**config.mk**
```make
export PLATFORM = sky130hd
export DESIGN_NAME = mem_wb_stage
export DESIGN_NICKNAME = d
export VERILOG_FILES = /design/src/rtl/pipe_pkg.sv /design/src/rtl/wb_mux.sv /design/src/rtl/mem_wb_stage.sv
export SDC_FILE = /design/constraint.sdc
export NUM_CORES = 1
export LEC_CHECK = 0
export ABC_AREA = 0
export CAP_MARGIN = 15
export CELL_PAD_IN_SITES_DETAIL_PLACEMENT = 0
export CELL_PAD_IN_SITES_GLOBAL_PLACEMENT = 2
export CORE_ASPECT_RATIO = 1.75
export CORE_MARGIN = 8
export CORE_UTILIZATION = 28
export DETAILED_ROUTE_END_ITERATION = 16
export GPL_TIMING_DRIVEN = 1
export PLACE_DENSITY = 0.82
export SLEW_MARGIN = 20
export SYNTH_ARGS = -nofsm -noshare
export SYNTH_HDL_FRONTEND = slang
export SYNTH_SLANG_ARGS = --single-unit
export TNS_END_PERCENT = 1
```
**constraint.sdc**
```tcl
create_clock -name clk -period 2 [get_ports clk]
set_input_delay 0.3 -clock clk [delete_from_list [all_inputs] [get_ports clk]]
set_output_delay 0.3 -clock clk [all_outputs]
set_load 0.05 [all_outputs]
```
**src/rtl/pipe_pkg.sv**
```systemverilog
`default_nettype none
// +-------------------------------------------------------------------+
// | pipe_pkg : shared pipeline widths, WB bit indices and entry type   |
// | Revision : 1.0                                                     |
// +-------------------------------------------------------------------+
package pipe_pkg;

  localparam int DATA_W_DEF   = 32;
  localparam int REG_W_DEF    = 5;
  localparam int WB_W_DEF     = 2;
  localparam int REGWRITE_BIT = 1;
  localparam int MEMTOREG_BIT = 0;

  typedef struct packed {
    logic [WB_W_DEF-1:0]   wb;
    logic [REG_W_DEF-1:0]  rd;
    logic [DATA_W_DEF-1:0] alu;
    logic [DATA_W_DEF-1:0] rdata;
  } wb_entry_t;

endpackage
`default_nettype wire

```
**src/rtl/wb_mux.sv**
```systemverilog
`default_nettype none
// +-------------------------------------------------------------------+
// | wb_mux : MemToReg select between memory read data and ALU result   |
// | Revision : 1.0                                                     |
// +-------------------------------------------------------------------+
module wb_mux #(
  parameter int DATA_W = 32
) (
  input  logic              i_memtoreg,
  input  logic [DATA_W-1:0] i_rdata,
  input  logic [DATA_W-1:0] i_alu,
  output logic [DATA_W-1:0] o_data
);

  assign o_data = i_memtoreg ? i_rdata : i_alu;

endmodule
`default_nettype wire

```
**src/rtl/mem_wb_stage.sv**
```systemverilog
`default_nettype none
// +-------------------------------------------------------------------+
// | mem_wb_stage : two-entry MEM/WB skid register with WB forwarding   |
// | Revision : 1.0                                                     |
// +-------------------------------------------------------------------+
module mem_wb_stage
  import pipe_pkg::*;
#(
  parameter int DATA_W = DATA_W_DEF,
  parameter int REG_W  = REG_W_DEF,
  parameter int WB_W   = WB_W_DEF
) (
  input  logic              clk,
  input  logic              rst,
  input  logic              flush,
  input  logic              in_valid,
  output logic              in_ready,
  input  logic [DATA_W-1:0] in_rdata,
  input  logic [DATA_W-1:0] in_alu,
  input  logic [REG_W-1:0]  in_rd,
  input  logic [WB_W-1:0]   in_wb,
  output logic              out_valid,
  input  logic              out_ready,
  output logic [DATA_W-1:0] out_rdata,
  output logic [DATA_W-1:0] out_alu,
  output logic [REG_W-1:0]  out_rd,
  output logic [WB_W-1:0]   out_wb,
  output logic              fwd_valid,
  output logic [REG_W-1:0]  fwd_rd,
  output logic [DATA_W-1:0] fwd_data,
  output logic [1:0]        occ
);

  wb_entry_t r_head;
  wb_entry_t r_skid;
  logic      r_head_v;
  logic      r_skid_v;
  wb_entry_t w_in;
  logic      w_acc;
  logic      w_con;

  assign w_in.rdata = in_rdata;
  assign w_in.alu   = in_alu;
  assign w_in.rd    = in_rd;
  assign w_in.wb    = in_wb;

  // Ready depends only on the skid flag, so out_ready never reaches in_ready.
  assign in_ready = ~r_skid_v & ~rst;
  assign w_acc    = in_valid & in_ready;
  assign w_con    = r_head_v & out_ready;

  always_ff @(posedge clk) begin
    if (rst) begin
      r_head   <= '0;
      r_skid   <= '0;
      r_head_v <= 1'b0;
      r_skid_v <= 1'b0;
    end else if (flush) begin
      r_head_v <= 1'b0;
      r_skid_v <= 1'b0;
    end else if (w_con) begin
      if (r_skid_v) begin
        r_head   <= r_skid;
        r_skid_v <= w_acc;
        if (w_acc) r_skid <= w_in;
      end else if (w_acc) begin
        r_head <= w_in;
      end else begin
        r_head_v <= 1'b0;
      end
    end else if (w_acc) begin
      if (r_head_v) begin
        r_skid   <= w_in;
        r_skid_v <= 1'b1;
      end else begin
        r_head   <= w_in;
        r_head_v <= 1'b1;
      end
    end
  end

  assign out_valid = r_head_v;
  assign out_rdata = r_head.rdata;
  assign out_alu   = r_head.alu;
  assign out_rd    = r_head.rd;
  assign out_wb    = r_head_v ? r_head.wb : '0;
  assign fwd_valid = r_head_v & out_wb[REGWRITE_BIT];
  assign fwd_rd    = r_head.rd;
  assign occ       = {1'b0, r_head_v} + {1'b0, r_skid_v};

  wb_mux #(
    .DATA_W (DATA_W)
  ) u_wb_mux (
    .i_memtoreg (out_wb[MEMTOREG_BIT]),
    .i_rdata    (r_head.rdata),
    .i_alu      (r_head.alu),
    .o_data     (fwd_data)
  );

endmodule
`default_nettype wire
```
* Yosys cells after proc, flatten, opt, wreduce, memory -nomap -nowiden
Index checks and enable logic that the tools add are counted.
** Storage, ports and cells
- Bits in registers :: 144
- Output and inout bits :: 113
- Logic and storage cells :: 49
** Operators by class
- Add/subtract/negate cells :: 1
- Equal/unequal tests :: 4
- Muxes and demuxes :: 19
- Bitwise operators :: 7
- Reduce and logical (&&, ||, !) cells :: 8
** Operator list (number)
- 71-bit 2-to-1 mux :: 9
- 32-bit 2-to-1 mux :: 1
- 1-bit 2-to-1 mux :: 8
- 4-bit AND reduction :: 2
- 2-bit inequality test, second input constant :: 3
- 2-bit nonzero test :: 3
- 1-bit AND :: 4
- 1-bit inverter :: 3
- 3-bit AND reduction :: 1
- 1-bit by 1-bit adder with 2-bit output :: 1
- 2-bit 2-to-1 mux :: 1
- 2-bit by 1-bit inequality test with 1-bit output, second input constant :: 1
- 2-bit AND reduction :: 1
- 2-bit OR reduction :: 1

* Longest topological paths before layout
Gate-level depths: netlist of run 1.
- Depth after elaboration :: 6
- Gate-level depth with buffers :: 7
- Depth with buffers taken out :: 4

* Cells and area by module
A second synthesis of run 1 with hierarchy kept.
** Second synthesis, totals
- Cell total of the unflattened synthesis :: 866
- Area total of the unflattened synthesis :: 8114.0 um^2
** Modules (own cells, without submodules)
- mem_wb_stage :: instances 1, cells an instance 830, area each 7569.8 um^2, seq. area each 2882.8 um^2
- wb_mux :: instances 1, cells an instance 36, area each 544.3 um^2, seq. area each 0.0 um^2

* Worst setup path after synthesis of run 1
No wires, ideal clock.
- Path kind :: register -> register
- From :: register r_head_v, in the netlist out_valid
- To :: register r_skid[63] in the netlist's numbering
- Library setup time :: 0.133 ns
- Arrival time :: 1.916 ns
- Path slack :: -0.049 ns
- Stages on the path, launching flop included :: 8
- Buffers on the path :: 3
- Cell sequence :: dfxtp_1 > buf_2 > nand2b_1 > or4_1 > clkbuf_1 > clkbuf_1 > nand2_1 > a21oi_1
** Between the ends
- Cells in the longest elaborated chain, start to end :: 3
- Elaborated cells between the ends (all ways) :: 5
- Classes of those cells :: eq/ne (1); mux (1); bitwise (1); reduce/logical (2)
** RTL lines
- from (decl) :: RTL line mem_wb_stage.sv:36 : logic r_head_v;
- from (signal assigned) :: RTL line mem_wb_stage.sv:56 : r_head_v <= 1'b0;
- from (signal assigned) :: RTL line mem_wb_stage.sv:59 : r_head_v <= 1'b0;
- from (signal assigned) :: RTL line mem_wb_stage.sv:69 : r_head_v <= 1'b0;
- 1-bit AND :: RTL line mem_wb_stage.sv:50 : assign w_con = r_head_v & out_ready;
- 2-bit inequality test (no source line) / 2-bit nonzero test (equally long branches)
- 4-bit AND reduction (no source line)
- to (signal assigned) :: RTL line mem_wb_stage.sv:65 : if (w_acc) r_skid <= w_in;
- to (signal assigned) :: RTL line mem_wb_stage.sv:73 : r_skid <= w_in;
- to (decl) :: RTL line mem_wb_stage.sv:35 : wb_entry_t r_skid;
Parallel ways exist; a longest one is shown, timed or not.
A chain may end at the register's enable or synchronous reset.

* Worst setup path after layout of run 1
- From :: register r_head (netlist bit out_rdata[10])
- To :: output out_rdata[10]
** RTL lines
- from (decl) :: RTL line mem_wb_stage.sv:34 : wb_entry_t r_head;
- from (signal assigned) :: RTL line mem_wb_stage.sv:63 : r_head <= r_skid;
- from (signal assigned) :: RTL line mem_wb_stage.sv:67 : r_head <= w_in;
- from (signal assigned) :: RTL line mem_wb_stage.sv:76 : r_head <= w_in;
- to (decl) :: RTL line mem_wb_stage.sv:24 : output logic [DATA_W-1:0] out_rdata,
No word-level cell between the ends.

==> metrics.csv, run 1 <==
stage,metric,value,unit
routing,antenna_left,0,
cells_and_area,final_cell_mix,"nand2_1 (143), dfxtp_1 (143), clkdlybuf4s50_1 (136)",
routing,viasPerCell,4.51,
pwr,seqPwrFrac,0.402,
global_route,use_met1,0.141,
yosys,synth_fp_nets,833,
routing,drt_iter0_markers,168,
place,dpl_cell_area,8780,sq um
critical_path,r2r-end,r_skid[23],
global_route,antenna_found_initial,1,
clocking,clkTransAtPathRegs,0.06,ns
yosys,netlist_area,6660,sq um
critical_path,worstRegToRegCells,6,
global_route,grt_util_met2,0.250,
global_route,grt_usage,0.135,
pwr,comb_power_share,0.177,
yosys,synth_largest_area_cell,dfxtp_1,
global_route,grt_use_met3,0.0353,
worst_hold_path,min_from,rst,
yosys,syn-instance-count,756,
clocking,h-tree-depth,4,
floorplanning,rows,74,
yosys,synth_seq_area_share,0.433,
critical_path,cp_num_buf_inv,1,
cells_and_area,final_core_util,0.406,
critical_path,reg2reg_from,out_valid,
cells_and_area,fillCellCount,2323,
clocking,cts_buffer_depth,2,
pwr,p_per_area,797,nW/um^2
floorplanning,die-area,29200,sq um
clocking,clock-sinks,144,
yosys,netlist.area_leader.share,0.433,
routing,first_pass_iters,4,
global_route,grt_pass1_vias,5390,
cells_and_area,layout-drive-gt1-share,0.174,
timing,min_period,1.95,ns
place,dp_worst_setup_slack,-0.187,ns
place,dp_hpwl,13600,microns
routing,drt_drc_violations_left,0,
critical_path,startpoint,out_rdata[10],
clocking,clock-root-buffer,clkbuf_16,
routing,routedWlPerCell,16.9,microns
timing,final_max_slew_viol_count,0,
outcome,status,completed,
timing,tightest_slew,0.882,ns
timing,skew,0.00545,ns
cells_and_area,area_growth,42.2,%
critical_path,reg2reg_slack,0.17,ns
floorplanning,io_pins,189,
yosys,synth-seq-cells,144,
pwr,clockPowerShare,0.420,
pwr,peakVddDrop,0.457,mV
critical_path,cpPeakStageDelay,0.86,ns
timing,max_freq,514,MHz
global_route,busiest_layer,met2,
critical_path,crit_path_end_kind,output pin,
critical_path,crit_type,flip-flop to output pin,
critical_path,startpoint_type,flip-flop,
timing,hold_viol_final,0,
place,portBuffers,188,
pwr,total_power,0.00754,W
clocking,cts_tree,done,
worst_hold_path,whs_endpoint,r_skid[30],
pwr,power.internal,0.00549,W
timing,rsz0062_at_grt,true,
global_route,grt_max_degree,79,
cells_and_area,fin_area,9470,sq um
cells_and_area,num-nets-final,939,
run,drv_cap,0,
worst_hold_path,worst_hold_path_type,primary input to flip-flop,
floorplanning,core_area,23300,sq um
critical_path,slowest_stage,clkdlybuf4s50_1,
yosys,avgSynthCellArea,8.81,sq um
worst_hold_path,min_path_cells,5,
floorplanning,die_x,133,microns
pwr,p_sw_frac,0.273,
timing,setup_slack,0.0541,ns
floorplanning,die_height,220,microns
critical_path,cp.required,1.70,ns
timing,slew_headroom,0.412,
critical_path,path_delay_family,buffers and inverters,
timing,setup_violations,0,
routing,num_vias,5312,
clocking,cts_hold_buf,0,
routing,wirelength,19900,microns
clocking,cts_made_buffers,17,
global_route,gr-total-overflow,0,
clocking,clock_latency,0.42,ns
yosys,synth_area_leaders,"dfxtp_1 (43%), mux2i_1 (11%), buf_4 (8.6%)",
critical_path,path_cells,clkdlybuf4s50_1,
pwr,p_leak,3.92,nW
global_route,grt_pass1_wl,30700,microns
critical_path,cp_max_fo,3,
yosys,synth.distinct_cells,24,
floorplanning,start_util,0.285,
critical_path,arrival,1.65,ns
pwr,p_sw,0.00206,W
yosys,yosysWarnings,0,
timing,fin_crit_sh,0.973,
place,place.gp.congestion,0.707,
==> registers in the layout, indices dropped and copies added (netlist names) <==
register	cells
r_skid	71
out_alu	32
out_rdata	32
fwd_rd	5
r_head	2
out_valid	1
r_skid_v	1
==> logic make-up (layout without fill, tap and decap cells) <==
logic type / Yosys count / after routing / share of synthesized area
and+or+nand+nor: 224 / 224 / 0.130
buffers and inverters: 137 / 255 / 0.125
muxes: 103 / 103 / 0.161
adders and majority gates: 1 / 1 / 0.00188
other: 0 / 1 / 0
DFF: 144 / 144 / 0.433
AOI/OAI and AO/OA: 147 / 147 / 0.149
==> metal layers <==
metal / up-vias / share of wire
met3: 17 / 0.039
met1: 2462 / 0.40
met5: - / 0
li1: 2719 / -
met4: 0 / 0.016
met2: 114 / 0.55
==> worst max-delay path by stage <==
stage                     to  depth (start not counted)  slack (ns)
2_1_floorplan    fwd_data[0]                          4        0.12
3_3_place_gp      r_skid[48]                          6       -0.15
3_5_place_dp   out_rdata[30]                          8       -0.19
4_1_cts         fwd_data[20]                          4       0.005
5_1_grt         fwd_data[25]                          4      -0.004
6_report       out_rdata[10]                          1        0.05
==> Yosys cell counts <==
cell type / instances
a2111oi_0: 1
a211oi_1: 62
a211oi_2: 10
a21oi_1: 72
a221oi_4: 1
and2_1: 1
buf_1: 3
buf_2: 22
buf_4: 76
buf_6: 1
clkbuf_1: 32
dfxtp_1: 144
ha_1: 1
inv_1: 3
mux2_2: 32
mux2i_1: 71
nand2_1: 144
nand2b_1: 3
nand3_1: 1
nor2_1: 72
nor4_2: 1
o21ai_0: 1
or2_1: 1
or4_1: 1
==> power groups by stage <==
stage / clock network [W] / logic [W] / registers, W
2_1_floorplan: 0 / 0.000860 / 0.00307
3_5_place_dp: 0 / 0.00135 / 0.00310
4_1_cts: 0.00329 / 0.00135 / 0.00304
5_1_grt: 0.00340 / 0.00141 / 0.00305
6_report: 0.00317 / 0.00134 / 0.00304
3_3_place_gp: 0 / 0.00135 / 0.00310
==> layout make-up <==
type,instances,area [sq um],area share
antenna,1,2.50,0.000264
clock buffer,22,484,0.0511
clock inverter,9,108,0.0114
inverter,3,11.3,0.00119
multi-input combinational,475,2980,0.315
sequential,144,2890,0.305
tap,304,380,0.0402
timing repair buffer,221,2620,0.276
==> through the flow <==
stage | hold slack, ns | TNS [ns] | cells
6_report | 0.417 | 0 | 1179
5_1_grt | 0.422 | -0.00869 | 1179
4_1_cts | 0.402 | 0 | 1177
3_5_place_dp | 0.446 | -17.37 | 1145
3_3_place_gp | 0.441 | -15.71 | 1145
2_1_floorplan | 0.365 | 0 | 756
==> repair_timing <==
item | CTS | global route
setup buffers | 1 | 0
endpoints found under the setup margin | 38 | 70
pin swaps | 1 | 1
gates cloned | 1 | 1
gates resized for setup | 13 | 7
Note: power is estimated with default switching activity, not from simulation.
==> run 2, diff against run 1 <==
--- a/config.mk
+++ b/config.mk
@@ -8,10 +8,10 @@
 export ABC_AREA = 0
 export CAP_MARGIN = 15
 export CELL_PAD_IN_SITES_DETAIL_PLACEMENT = 0
-export CELL_PAD_IN_SITES_GLOBAL_PLACEMENT = 2
+export CELL_PAD_IN_SITES_GLOBAL_PLACEMENT = 1
 export CORE_ASPECT_RATIO = 1.75
 export CORE_MARGIN = 8
-export CORE_UTILIZATION = 28
+export CORE_UTILIZATION = 35
 export DETAILED_ROUTE_END_ITERATION = 16
 export GPL_TIMING_DRIVEN = 1
 export PLACE_DENSITY = 0.82
==> run 2 against run 1 <==
Against the previous run:
- maximum frequency up 0.32%
- first-iteration DRC count increased by 47%
- via count up 0.62%
- global-route usage up 1.3 points
- setup slack gained 0.0062 ns
- routed wire length decreased by 9.6%
- design area is 2.0% lower
- clock skew grew 0.0063 ns
- final cell count fell by 5.5%
- critical path type unchanged
==> metrics.csv, run 2 (synthesis results as in run 1) <==
stage,metric,value,unit,change
outcome,status,completed,,unchanged
cells_and_area,final_cell_mix,"clkdlybuf4s50_1 (148), nand2_1 (143), dfxtp_1 (143)",,"was nand2_1 (143), dfxtp_1 (143), clkdlybuf4s50_1 (136)"
routing,drt_drc_violations_left,0,,unchanged
floorplanning,die_x,120,microns,was 133 microns
critical_path,arrival,1.64,ns,was 1.65 ns
critical_path,startpoint_type,flip-flop,,unchanged
critical_path,crit_path_end_kind,output pin,,unchanged
timing,final_max_slew_viol_count,0,,unchanged
critical_path,path_cells,clkdlybuf4s50_1,,unchanged
timing,setup_slack,0.0603,ns,was 0.0541 ns
critical_path,cp.required,1.70,ns,about the same
routing,antenna_left,0,,unchanged
clocking,h-tree-depth,4,,unchanged
critical_path,cp_max_fo,3,,unchanged
routing,routedWlPerCell,16.2,microns,was 16.9 microns
pwr,p_per_area,803,nW/um^2,was 797 nW/um^2
cells_and_area,layout-drive-gt1-share,0.169,,was 0.174
floorplanning,die_height,198,microns,was 220 microns
pwr,p_leak,3.75,nW,was 3.92 nW
critical_path,crit_type,flip-flop to output pin,,unchanged
clocking,clkTransAtPathRegs,0.06,ns,about the same
timing,min_period,1.94,ns,was 1.95 ns
global_route,grt_usage,0.148,,was 0.135
timing,fin_crit_sh,0.970,,was 0.973
cells_and_area,layout_commonest_cell,clkdlybuf4s50_1,,
floorplanning,io_pins,189,,unchanged
clocking,clock-root-buffer,clkbuf_16,,unchanged
clocking,clock_latency,0.41,ns,was 0.42 ns
clocking,cts_hold_buf,0,,unchanged
routing,viasPerCell,4.80,,was 4.51
global_route,antenna_found_initial,4,,was 1
cells_and_area,largest_reg_flops,71,,unchanged
timing,rsz0062_at_grt,false,,was true
timing,skew,0.0118,ns,was 0.00545 ns
critical_path,path_delay_family,buffers and inverters,,unchanged
critical_path,slowest_stage,clkdlybuf4s50_1,,unchanged
cells_and_area,fillCellCount,1830,,"was 2,323"
timing,max_freq,516,MHz,was 514 MHz
timing,tightest_slew,0.927,ns,was 0.882 ns
run,drv_cap,0,,unchanged
clocking,cts_tree,done,,unchanged
global_route,gr-total-overflow,0,,unchanged
global_route,grt_pass1_wl,28100,microns,"was 30,700 microns"
worst_hold_path,worst_hold_path_type,flip-flop to flip-flop,,was primary input to flip-flop
routing,wirelength,18000,microns,"was 19,900 microns"
place,dp_worst_setup_slack,-0.279,ns,was -0.187 ns
global_route,grt_pass1_vias,5211,,"was 5,390"
cells_and_area,final_core_util,0.490,,was 0.406
critical_path,cp_num_buf_inv,1,,unchanged
place,dp_hpwl,12800,microns,"was 13,600 microns"
timing,slew_headroom,0.382,,was 0.412
timing,setup_violations,0,,unchanged
pwr,peakVddDrop,0.568,mV,was 0.457 mV
clocking,clock-sinks,144,,unchanged
clocking,cts_buffer_depth,2,,unchanged
global_route,grt_max_degree,83,,was 79
cells_and_area,num-nets-final,934,,was 939
critical_path,cpPeakStageDelay,0.83,ns,was 0.86 ns
timing,holdWs,0.453,ns,was 0.417 ns
timing,hold_viol_final,0,,unchanged
place,place.gp.congestion,0.763,,was 0.707
routing,num_vias,5345,,"was 5,312"
clocking,cts_made_buffers,17,,unchanged
floorplanning,start_util,0.351,,was 0.285
timing,tns,0,ns,unchanged
floorplanning,rows,67,,was 74
floorplanning,die-area,23900,sq um,"was 29,200 sq um"
routing,first_pass_iters,4,,unchanged
routing,drt_iter0_markers,247,,was 168
pwr,total_power,0.00746,W,was 0.00754 W
cells_and_area,area_growth,39.4,%,was 42.2%
place,portBuffers,188,,unchanged
floorplanning,core_area,18900,sq um,"was 23,300 sq um"
cells_and_area,regMostFlops,r_skid,,unchanged
run 2: changes by cell type in the layout (fill, tap and decap cells not counted), sizes merged, moves of 5 or more:
cell and delta:
clkbuf -5, dlymetal6s2s -5, clkdlybuf4s50 +12, dlygate4sd2 -5
buf -6, inv +8
run 2: worst register-to-register path, cell delays in order (launching register included):
cell	delay (ns)
dfxtp_1	0.39
nand2b_1	0.21
or4_2	0.59
buf_12	0.25
nand2_1	0.14
a21oi_1	0.08
run 2: stage by stage:
stage                     instance area, sq um  std cells
after CTS                                 9280       1111
final                                     9290       1114
after global routing                      9290       1114
after floorplan                           6660        756
after global placement                    8700       1079
after detailed placement                  8700       1079
run 2: what timing repair did:
item	in CTS	in global routing
endpoints found under the setup margin	1	0
buffers inserted	0	0
gates resized for setup	1	0
run 2: layout make-up:
class	instances	area, sq um	area share
clock inverters	14	144	0.0155
flip-flops and latches	144	2880	0.311
repair buffers	216	2530	0.273
inverters	3	11.3	0.00121
well taps	241	302	0.0325
clock buffers	18	439	0.0473
multi-input cells	475	2970	0.319
diodes	3	7.51	0.000809
run 2: final timing paths:
check,end,start,depth (start not counted),slack [ns]
setup / recovery,out_alu[19],out_alu[19],1,0.06
hold / removal,r_skid[29],r_skid[29],2,0.45
setup reg to reg,r_skid[6],r_skid_v,5,0.19
hold reg to reg,r_skid[29],r_skid[29],2,0.45
run 2: metal layers:
metal / wire [microns] / track usage
met1: 7330 / 0.162
met2: 9580 / 0.267
met3: 793 / 0.0372
met4: 326 / 0.0567
met5: 9 / 0
run 2: report_power, final:
part	switching, W	internal, W	leakage [nW]
Combinational	0.000760	0.000564	2.30
Sequential	0.0000738	0.00296	1.17
Clock	0.00131	0.00179	0.281
Total	0.00215	0.00531	3.75
==> run 3, diff against run 2 <==
--- a/config.mk
+++ b/config.mk
@@ -11,10 +11,11 @@
 export CELL_PAD_IN_SITES_GLOBAL_PLACEMENT = 1
 export CORE_ASPECT_RATIO = 1.75
 export CORE_MARGIN = 8
-export CORE_UTILIZATION = 35
+export CORE_UTILIZATION = 38
 export DETAILED_ROUTE_END_ITERATION = 16
 export GPL_TIMING_DRIVEN = 1
-export PLACE_DENSITY = 0.82
+export PLACE_DENSITY = 0.87
+export SKIP_LAST_GASP = 1
 export SLEW_MARGIN = 20
 export SYNTH_ARGS = -nofsm -noshare
 export SYNTH_HDL_FRONTEND = slang
==> constraint.sdc (replaced) <==
create_clock -name clk -period 2.3 [get_ports clk]
set_input_delay 0.345 -clock clk [delete_from_list [all_inputs] [get_ports clk]]
set_output_delay 0.345 -clock clk [all_outputs]
set_load 0.05 [all_outputs]
==> run 3 against run 2 <==
Against the previous run:
- the run now ends with setup timing left
- critical path depth grew 1
- final cell count shrank 2.1%
- first-iteration DRC count shrank 5.3%
- worst hold slack lost 0.28 ns
- count of clock-buffer cells in the layout is the same
- design area shrank 1.3%
- total power shrank 12%
- clock skew shrank 0.0018 ns
- sequential power shrank 13%
- sequential cell count is the same
- combinational power shrank 14%
- critical endpoint is now occ[0]
==> metrics.csv, run 3 (synthesis results as in run 1) <==
stage,metric,value,unit,change
global_route,grt_pass1_wl,27800,microns,"was 28,100 microns"
critical_path,slowest_stage,clkdlybuf4s50_1,,unchanged
critical_path,crit_path_end_kind,output pin,,unchanged
cells_and_area,layout-drive-gt1-share,0.150,,was 0.169
cells_and_area,num-nets-final,923,,was 934
run,drv_cap,0,,unchanged
clocking,cts_made_buffers,17,,unchanged
critical_path,reg2reg_from,out_valid,,was r_skid_v
routing,wirelength,17700,microns,"was 18,000 microns"
critical_path,path_delay_family,buffers and inverters,,unchanged
place,place.gp.congestion,0.731,,was 0.763
global_route,grt_usage,0.161,,was 0.148
timing,skew,0.00993,ns,was 0.0118 ns
routing,routedWlPerCell,16.2,microns,about the same
clocking,clock-root-buffer,clkbuf_16,,unchanged
routing,num_vias,5375,,"was 5,345"
critical_path,reg2reg_slack,0.31,ns,was 0.19 ns
place,portBuffers,188,,unchanged
timing,slew_headroom,0.449,,was 0.382
global_route,gr-total-overflow,0,,unchanged
floorplanning,start_util,0.385,,was 0.351
outcome,failed_checks,setup timing,,
timing,tightest_slew,0.826,ns,was 0.927 ns
timing,rsz0062_at_grt,true,,was false
critical_path,startpoint_type,flip-flop,,unchanged
timing,final_max_slew_viol_count,0,,unchanged
routing,antenna_left,0,,unchanged
cells_and_area,regMostFlops,r_skid,,unchanged
timing,fin_crit_sh,1.03,,
global_route,antenna_found_initial,2,,was 4
worst_hold_path,worst_hold_path_type,primary input to flip-flop,,was flip-flop to flip-flop
cells_and_area,layout_commonest_cell,clkdlybuf4s50_1,,unchanged
critical_path,crit_type,flip-flop to output pin,,unchanged
critical_path,arrival,2.02,ns,was 1.64 ns
timing,tns,-0.137,ns,was 0 ns
timing,hold_viol_final,0,,unchanged
clocking,cts_hold_buf,0,,unchanged
critical_path,cp_max_fo,11,,was 3
critical_path,worstRegToRegCells,5,,unchanged
floorplanning,rows,64,,was 67
clocking,cts_tree,done,,unchanged
floorplanning,core_area,17300,sq um,"was 18,900 sq um"
routing,viasPerCell,4.93,,was 4.80
critical_path,cp.required,1.96,ns,was 1.70 ns
outcome,status,"complete, but fails checks",,was completed
critical_path,crit_cells,2,,was 1
routing,drt_drc_violations_left,0,,unchanged
floorplanning,io_pins,189,,unchanged
cells_and_area,final_cell_mix,"clkdlybuf4s50_1 (151), dfxtp_1 (144), nand2_1 (143)",,"was clkdlybuf4s50_1 (148), nand2_1 (143), dfxtp_1 (143)"
timing,setup_slack,-0.0691,ns,was 0.0603 ns
clocking,clock_latency,0.41,ns,about the same
critical_path,path_cells,"ha_1, clkdlybuf4s50_1",,was clkdlybuf4s50_1
critical_path,cp_num_buf_inv,1,,unchanged
clocking,clkTransAtPathRegs,0.06,ns,about the same
clocking,h-tree-depth,4,,unchanged
clocking,cts_buffer_depth,2,,unchanged
critical_path,critPathCapture,occ[0],,was out_alu[19]
clocking,clock-sinks,144,,unchanged
pwr,peakVddDrop,0.412,mV,was 0.568 mV
critical_path,r2r-end,r_skid[32],,was r_skid[6]
routing,first_pass_iters,4,,unchanged
pwr,p_per_area,716,nW/um^2,was 803 nW/um^2
routing,drt_iter0_markers,234,,was 247
place,dp_worst_setup_slack,0.0861,ns,was -0.279 ns
critical_path,cpPeakStageDelay,0.71,ns,was 0.83 ns
floorplanning,die_height,191,microns,was 198 microns
timing,holdWs,0.171,ns,was 0.453 ns
floorplanning,die-area,22200,sq um,"was 23,900 sq um"
timing,max_freq,422,MHz,
place,dp_hpwl,12000,microns,"was 12,800 microns"
pwr,p_leak,3.70,nW,was 3.75 nW
cells_and_area,area_growth,37.7,%,was 39.4%
global_route,grt_max_degree,79,,was 83
critical_path,startpoint,out_valid,,was out_alu[19]
floorplanning,die_x,116,microns,was 120 microns
cells_and_area,largest_reg_flops,71,,unchanged
timing,min_period,2.37,ns,
timing,setup_violations,2,,was 0
global_route,grt_pass1_vias,5336,,"was 5,211"
[run 3: changes by cell type in the layout (fill, tap and decap cells not counted), sizes merged]
| cell | previous run | this run |
|---|---|---|
| clkinv | 3 | 4 |
| dlymetal6s2s | 0 | 1 |
| diode | 3 | 2 |
| buf | 67 | 52 |
| inv | 11 | 7 |
| bufinv | 1 | 3 |
| clkdlybuf4s50 | 148 | 151 |
[run 3: cell type report]
type	count	area, sq um
Multi-Input combinational cell	475	2970
Tap cell	231	289
Clock inverter	13	160
Clock buffer	18	429
Inverter	3	11.3
Timing Repair Buffer	205	2420
Antenna cell	2	5.00
Fill cell	1629	8130
Sequential cell	144	2880
[run 3: where the power goes]
part | switching (W) | total, W | leakage, nW | internal (W)
clock network | 0.00108 | 0.00278 | 0.287 | 0.00171
registers | 0.0000637 | 0.00264 | 1.17 | 0.00257
logic | 0.000658 | 0.00114 | 2.24 | 0.000483
total | 0.00180 | 0.00656 | 3.70 | 0.00476
[run 3: metrics by stage]
step	util	area [sq um]	cells	power [W]
6_report	0.530	9170	1091	0.00656
2_1_floorplan	-	6660	756	0.00342
5_1_grt	0.530	9170	1091	0.00681
3_3_place_gp	0.496	8570	1058	0.00383
3_5_place_dp	0.496	8570	1058	0.00384
4_1_cts	0.530	9160	1089	0.00665
[run 3: worst min-delay path by stage]
stage | slack (ns) | from | to | depth (start not counted)
floorplan | 0.42 | flush | out_valid | 1
global placement | 0.44 | r_skid[65] | r_skid[65] | 2
detailed placement | 0.45 | r_skid[57] | r_skid[57] | 2
CTS | 0.15 | rst | r_skid[29] | 2
global route | 0.16 | rst | r_skid[29] | 2
finish | 0.17 | rst | out_rdata[29] | 2
[run 3: metal layers]
| layer | wire length, microns | part of all wire | vias up | GRT usage |
|---|---|---|---|---|
| li1 | - | - | 2693 | - |
| met1 | 6870 | 0.39 | 2548 | 0.170 |
| met2 | 9760 | 0.55 | 116 | 0.294 |
| met3 | 757 | 0.043 | 18 | 0.0383 |
| met4 | 293 | 0.017 | 0 | 0.0647 |
| met5 | 0 | 0 | - | 0 |
[run 3: what timing repair did]
action,4_1_cts,5_1_grt
endpoints found under the setup margin,4,4
pin swaps,0,0
buffers inserted,0,0
resized for setup,1,1
